File: src/rtl/psum_arb_pkg.sv
// psum_arb_pkg: shared defaults and requester indices for the PSUM SRAM arbiter
package psum_arb_pkg;
    localparam int NUM_REQ    = 3;
    localparam int ADDR_W     = 4;
    localparam int DATA_W     = 128;
    localparam int STARVE_LIM = 8;
    localparam int REQ_OFIFO  = 0;
    localparam int REQ_NORM   = 1;
    localparam int REQ_HOST   = 2;
endpackage

File: src/rtl/rr_picker.sv
// rr_picker: combinational round-robin pick, first masked request at or after ptr, wrapping
// Ports: req/mask (N) candidate set, ptr (PW) start index, gnt (N) one-hot-or-zero pick
module rr_picker #(
    parameter int N  = 3,
    parameter int PW = $clog2(N)
) (
    input  logic [N-1:0]  req,
    input  logic [N-1:0]  mask,
    input  logic [PW-1:0] ptr,
    output logic [N-1:0]  gnt
);
    logic [N-1:0] cand;
    logic         hit;
    always_comb begin
        cand = req & mask;
        gnt  = '0;
        hit  = 1'b0;
        for (int i = 0; i < N; i++)
            if (!hit && cand[i] && PW'(i) >= ptr) begin
                gnt[i] = 1'b1;
                hit    = 1'b1;
            end
        for (int i = 0; i < N; i++)
            if (!hit && cand[i]) begin
                gnt[i] = 1'b1;
                hit    = 1'b1;
            end
    end
endmodule

File: src/rtl/psum_mem_arbiter.sv
// psum_mem_arbiter: shares the single-port PSUM SRAM between NUM_REQ requesters
// Ports: req/wen/addr/wdata per requester in, gnt (comb) and rvalid per requester out,
// rdata shared read data, mem_* registered active-low SRAM command, mem_dout SRAM data,
// busy = request pending or read in flight. Port 0 has priority unless another port starves.
module psum_mem_arbiter #(
    parameter int NUM_REQ    = psum_arb_pkg::NUM_REQ,
    parameter int ADDR_W     = psum_arb_pkg::ADDR_W,
    parameter int DATA_W     = psum_arb_pkg::DATA_W,
    parameter int STARVE_LIM = psum_arb_pkg::STARVE_LIM
) (
    input  logic                      clk,
    input  logic                      reset,
    input  logic [NUM_REQ-1:0]        req,
    input  logic [NUM_REQ-1:0]        wen,
    input  logic [NUM_REQ*ADDR_W-1:0] addr,
    input  logic [NUM_REQ*DATA_W-1:0] wdata,
    output logic [NUM_REQ-1:0]        gnt,
    output logic [NUM_REQ-1:0]        rvalid,
    output logic [DATA_W-1:0]         rdata,
    output logic                      mem_cen,
    output logic                      mem_wen,
    output logic [ADDR_W-1:0]         mem_addr,
    output logic [DATA_W-1:0]         mem_din,
    input  logic [DATA_W-1:0]         mem_dout,
    output logic                      busy
);
    import psum_arb_pkg::*;
    localparam int PW = $clog2(NUM_REQ);
    localparam int CW = $clog2(STARVE_LIM + 1);
    localparam logic [NUM_REQ-1:0] LOW_MASK = ~(NUM_REQ'(1) << REQ_OFIFO);
    logic [PW-1:0]      rr_ptr, gidx, rd_idx1, rd_idx2;
    logic [CW-1:0]      starve_cnt [1:NUM_REQ-1];
    logic [NUM_REQ-1:0] starved, pick_s, pick_n;
    logic               rd_v1, rd_v2;
    always_comb begin
        starved = '0;
        for (int k = 1; k < NUM_REQ; k++)
            starved[k] = req[k] && starve_cnt[k] == CW'(STARVE_LIM);
    end
    rr_picker #(.N(NUM_REQ), .PW(PW)) u_pick_starved (
        .req(starved), .mask(LOW_MASK), .ptr(rr_ptr), .gnt(pick_s)
    );
    rr_picker #(.N(NUM_REQ), .PW(PW)) u_pick_normal (
        .req(req), .mask(LOW_MASK), .ptr(rr_ptr), .gnt(pick_n)
    );
    assign gnt = |starved ? pick_s : req[REQ_OFIFO] ? ~LOW_MASK : pick_n;
    always_comb begin
        gidx = '0;
        for (int i = 0; i < NUM_REQ; i++)
            if (gnt[i]) gidx = PW'(i);
    end
    always_comb begin
        rvalid = '0;
        if (rd_v2) rvalid[rd_idx2] = 1'b1;
    end
    assign rdata = mem_dout;
    assign busy  = |req | rd_v1 | rd_v2;
    // Read tag pipe: stage 1 tracks the issued SRAM command, stage 2 the cycle its data appears.
    always_ff @(posedge clk) begin
        if (reset) begin
            mem_cen  <= 1'b1;
            mem_wen  <= 1'b1;
            mem_addr <= '0;
            mem_din  <= '0;
            rr_ptr   <= PW'(1);
            rd_v1    <= 1'b0;
            rd_v2    <= 1'b0;
            rd_idx1  <= '0;
            rd_idx2  <= '0;
            for (int k = 1; k < NUM_REQ; k++) starve_cnt[k] <= '0;
        end else begin
            mem_cen <= ~|gnt;
            mem_wen <= ~(|gnt & wen[gidx]);
            if (|gnt) begin
                mem_addr <= addr[int'(gidx)*ADDR_W +: ADDR_W];
                mem_din  <= wdata[int'(gidx)*DATA_W +: DATA_W];
            end
            if (|gnt && gidx != PW'(REQ_OFIFO))
                rr_ptr <= gidx == PW'(NUM_REQ - 1) ? PW'(1) : gidx + PW'(1);
            rd_v1   <= |gnt & ~wen[gidx];
            rd_idx1 <= gidx;
            rd_v2   <= rd_v1;
            rd_idx2 <= rd_idx1;
            for (int k = 1; k < NUM_REQ; k++)
                starve_cnt[k] <= !(req[k] && !gnt[k]) ? '0 :
                                 starve_cnt[k] == CW'(STARVE_LIM) ? starve_cnt[k] : starve_cnt[k] + CW'(1);
        end
    end
endmodule
File: config.mk
export PLATFORM = sky130hd
export DESIGN_NAME = psum_mem_arbiter
export DESIGN_NICKNAME = d
export VERILOG_FILES = /design/src/rtl/psum_arb_pkg.sv /design/src/rtl/rr_picker.sv /design/src/rtl/psum_mem_arbiter.sv
export SDC_FILE = /design/constraint.sdc
export NUM_CORES = 1
export LEC_CHECK = 0
export ABC_AREA = 1
export BUFFER_PORTS_ARGS = -buffer_cell sky130_fd_sc_hd__buf_4
export CAP_MARGIN = 5
export CORE_AREA = 2 2 311 313
export DETAILED_ROUTE_END_ITERATION = 6
export DIE_AREA = 0 0 313 315
export GPL_ROUTABILITY_DRIVEN = 0
export PLACE_DENSITY = 0.39
export SYNTH_ARGS = -nofsm -noshare
export SYNTH_HDL_FRONTEND = slang
export SYNTH_SLANG_ARGS = --single-unit
File: constraint.sdc
create_clock -name clk -period 2.7 [get_ports clk]
set_clock_uncertainty 0.2 [all_clocks]
set_input_delay 0.27 -clock clk [delete_from_list [all_inputs] [get_ports clk]]
set_output_delay 0.27 -clock clk [all_outputs]
set_load 0.02 [all_outputs]
==> impl_results.md <==
* Result of the run: complete, no violations
* DP Cell Count at 3201
* Clock tree sinks at 150
* Post-synthesis share of cell area spent on xor and xnor gates at 0.002688
* Share of cells above drive strength 1 at 0.2697
* Main combinational cell family by area after synthesis: simple AND/OR/NAND/NOR gates
* Worst min-delay path startpoint: wdata[5]
* CP Cell Sequence: inv_1, ha_4, nand4_1, buf_4, nand3_2, buf_12, inv_1, buf_4
* First element of the critical path: starve_cnt[2][0]
* Clock-pin transition on the worst setup and hold timing paths at 70 ps
* Maximum operating frequency at 389.4 MHz
* Kind of cell adding the most delay to the critical path: buffers and inverters
* Multi-input logic area at 4752 um2
* Row Count at 114
* Initial DRT Pass Iterations at 4
* Type of element capturing the critical path: output pin
* Length in cells of the worst reg-to-reg path at 11
* Design Area, Final at ~19000 um2
* Skew-Pair Late Insertion Delay at between 400 and 500 ps
* Combined flip-flop and latch cell area at roughly 3000 um2
* Via total after detailed routing at roughly 13000
* Crit Reg-Reg Startpoint: starve_cnt[2][0]
* Number of setup violations in the final report at 0
* Kind of launch point of the worst setup path: flip-flop
* Total of buffers placed on input and output ports at 544
* Crit path arrival time at 2100 ps
* Most used flip-flop cell after synthesis: dfxtp_1
* Peak fanout along the critical path at 26
* Final global-route overflow total at 0
* Maximum cell stage delay along the critical path at ~340 ps
* Met3 Resource Use GR at 0.03368
* Critical path class: flip-flop to output pin
* Number of cells in the finished layout apart from fillers at 3646
* Final Critical Period at approximately 2600 ps
* HP Class: primary input to flip-flop
* Number of enable flip-flop cells after synthesis at 0
* Most area-hungry cell type in the Yosys netlist: dfxtp_1
* Top post-synthesis cells by area: dfxtp_1 31%, nand3_1 14%, nand2_1 14%
* Share of synthesized area occupied by flip-flops and latches at 0.3072
* Master cell of the clock root buffer: clkbuf_16
* PD cells at 391.1 nW/um2
* Die area at a little under 100000 um2
* Nets at 2889
* Post-synth net total at 2125
* TritonCTS clock tree: built
* Number of distinct library cells after synthesis at 26
* Depth of the critical timing path with buffers and inverters included at 8
* Detailed Route WL at 60.14 mm
* Horizontal die dimension at roughly 310 um
* Area share of the largest cell type after synthesis at 0.3072
* IR Drop Worst-Case VDD at 0.0004866 V
* Clock buffers created by TritonCTS at 17
* Highest-delay cell along the critical path: dfxtp_1
* Transition time at the pin with the least slew margin at approximately 700 ps
* Number of buffer and inverter instances along the worst setup path at 5
* Worst path required time at 2230 ps
* Max-cap viol count at 0
* Post-synthesis sequential element count at 150
* Initial antenna violation count at 7
* Cell Area, Placed at 14520 um2
* Number of synthesis warnings at 0
* Count of routing violations after the opening detailed-route iteration at between 500 and 600
* Number of slew-limit violations in the final report at 0
* Number of global-route vias before repair at 13560
* Die height at 315 um
* Number of remaining DRC errors at 0
* Core Region at ~96000 um2
* Multiplexer share of the synthesized area at 0
* Fraction of the mapped netlist area in adder cells at 0.005120
* H-tree lvl count at 4
* Met2 track demand over resource in global routing at 0.1984
* Number of nets with antenna violations after detailed routing at 0
* Mapped Area at roughly 9800 um2
* Initial standard-cell utilization of the core at 0.1021
* Pin count of the biggest net entering global routing at 114
* Fill cell instance count of the final layout at 10770
* Area fraction in compound gates after synthesis at 0.1073
* Simple-Gate Fraction of Synth Area at 0.3586
* HPWL reported at the end of detailed placement at between 40 and 50 mm
* Wire length of the first global-routing pass at 85.49 mm
* Share of flip-flops with an asynchronous set or reset at 0
* Post-route fraction of the period consumed by the critical path at 0.9512
* Grt met1 use at 0.1343
* Number of top-level design ports at 801
* Average via count per standard cell at 3.605
* GRT busiest layer: met2
* WL per Instance at 16.49 um
* Overall Global Routing Usage at 0.1182
* Summed negative setup slack over all endpoints at 0 ps
* Avg Cell Area, Syn at 6.152 um2
* Max-slew headroom at the worst pin at 0.5455
* Number of buffers on the longest clock path at 2
* Synthesis-to-finish area growth at 97.38%
* Gate count of the mapped netlist at roughly 1600
* Final number of hold-violating endpoints at 0
* Hold Crit Depth at 5
* Setup repair after global routing missed its margin: false
* Leakage power total at 9.405 nW
-- cells in the final DEF, fill, tap and decap left out, types with 2 or more instances in the layout --
master / netlist / layout
bufinv_16: 0 / 2
inv_4: 0 / 2
nand3_1: 273 / 272
nand2_4: 0 / 3
nand3_2: 1 / 2
clkinvlp_4: 0 / 4
nor2_1: 143 / 140
a21oi_1: 54 / 54
buf_12: 0 / 15
buf_4: 129 / 568
o21ai_0: 113 / 113
nor3_1: 3 / 3
diode_2: 0 / 4
nand3b_1: 2 / 2
inv_2: 3 / 2
nand2_8: 0 / 3
clkbuf_16: 0 / 17
dlygate4sd3_1: 0 / 400
nand2_1: 361 / 360
clkinv_2: 0 / 2
inv_6: 0 / 6
bufbuf_16: 0 / 2
dfxtp_1: 150 / 150
ha_1: 4 / 2
nor2_2: 0 / 2
nand4_1: 26 / 26
xor2_1: 3 / 3
o211ai_1: 25 / 25
inv_1: 177 / 175
-- state kept, by name, summed over array words and instances, names as in the netlist --
signal      count
rd_idx1         2
rd_idx2         2
rd_v1           1
starve_cnt      8
rr_ptr          2
mem_wen         1
mem_cen         1
rd_v2           1
mem_din       128
mem_addr        4
-- metal layers --
metal	vias up	wire [um]
li1	6477	-
met1	6019	24960
met2	497	28670
met3	148	3595
met4	4	2878
met5	-	27
-- cell families (layout without fill, tap and decap cells) --
| logic type | count (synthesis) | after routing |
|---|---|---|
| simple gates | 815 | 816 |
| buf+inv | 422 | 1198 |
| compound gates | 195 | 195 |
| flops | 150 | 150 |
| fa+ha+maj | 4 | 4 |
| xor+xnor | 3 | 3 |
| other cells | 0 | 4 |
-- synth_stat cells, types with 4 or more instances --
cell type  number
o21ai_0       113
nand4_1        26
clkbuf_1       57
a21oi_1        54
nand3_1       273
buf_4         129
ha_1            4
buf_2          53
inv_1         177
nand2_1       361
nand2_2         4
o211ai_1       25
dfxtp_1       150
nor2_1        143
-- final timing paths --
check | endpoint | slack [ps]
worst max-delay path | gnt[0] | 130
worst min-delay path | mem_din[5] | 60
worst max register to register | mem_din[110] | 210
worst min register to register | rd_idx2[0] | 220
-- report_power, final --
group          leakage, nW  switching, mW  internal, mW
clock network        0.277           1.21          1.39
registers             1.25          0.107          2.40
logic                 7.88           1.16          1.27
-- layout make-up --
type	count	share of cell area
inverter	180	0.03554
clock buffer	19	0.02296
antenna	4	0.0005188
timing repair buffer	986	0.4489
clock inverter	13	0.007457
tap	1276	0.08274
multi-input combinational	1018	0.2463
sequential	150	0.1556
-- tightest hold or removal path, cell delays in order --
cell and delay (ps):
buf_4 100, nand3_1 120, nand2_1 110, nor2_1 40, nor2_1 70
-- timing repair --
| item | CTS | global route |
|---|---|---|
| pin swaps | 3 | 2 |
| setup endpoints to repair | 2 | 3 |
| setup buffers | 6 | 0 |
| hold buffers | 400 | 0 |
| cloned | 3 | 0 |
| resized for setup | 7 | 3 |
| hold endpoints to repair | 148 | 0 |
-- stage by stage --
step                power [mW]  setup slack, ps  utilization  hold WS [ps]
floorplan                3.644            670.2            -         188.3
global placement         4.516            204.3       0.1517         203.8
detailed placement       4.506            251.8       0.1517         204.5
CTS                      7.776            17.45       0.2013         7.502
global route             8.014            2.617       0.2015         60.57
finish                   7.546            131.9       0.2016         61.30
Note: power is estimated with default switching activity, not from simulation.
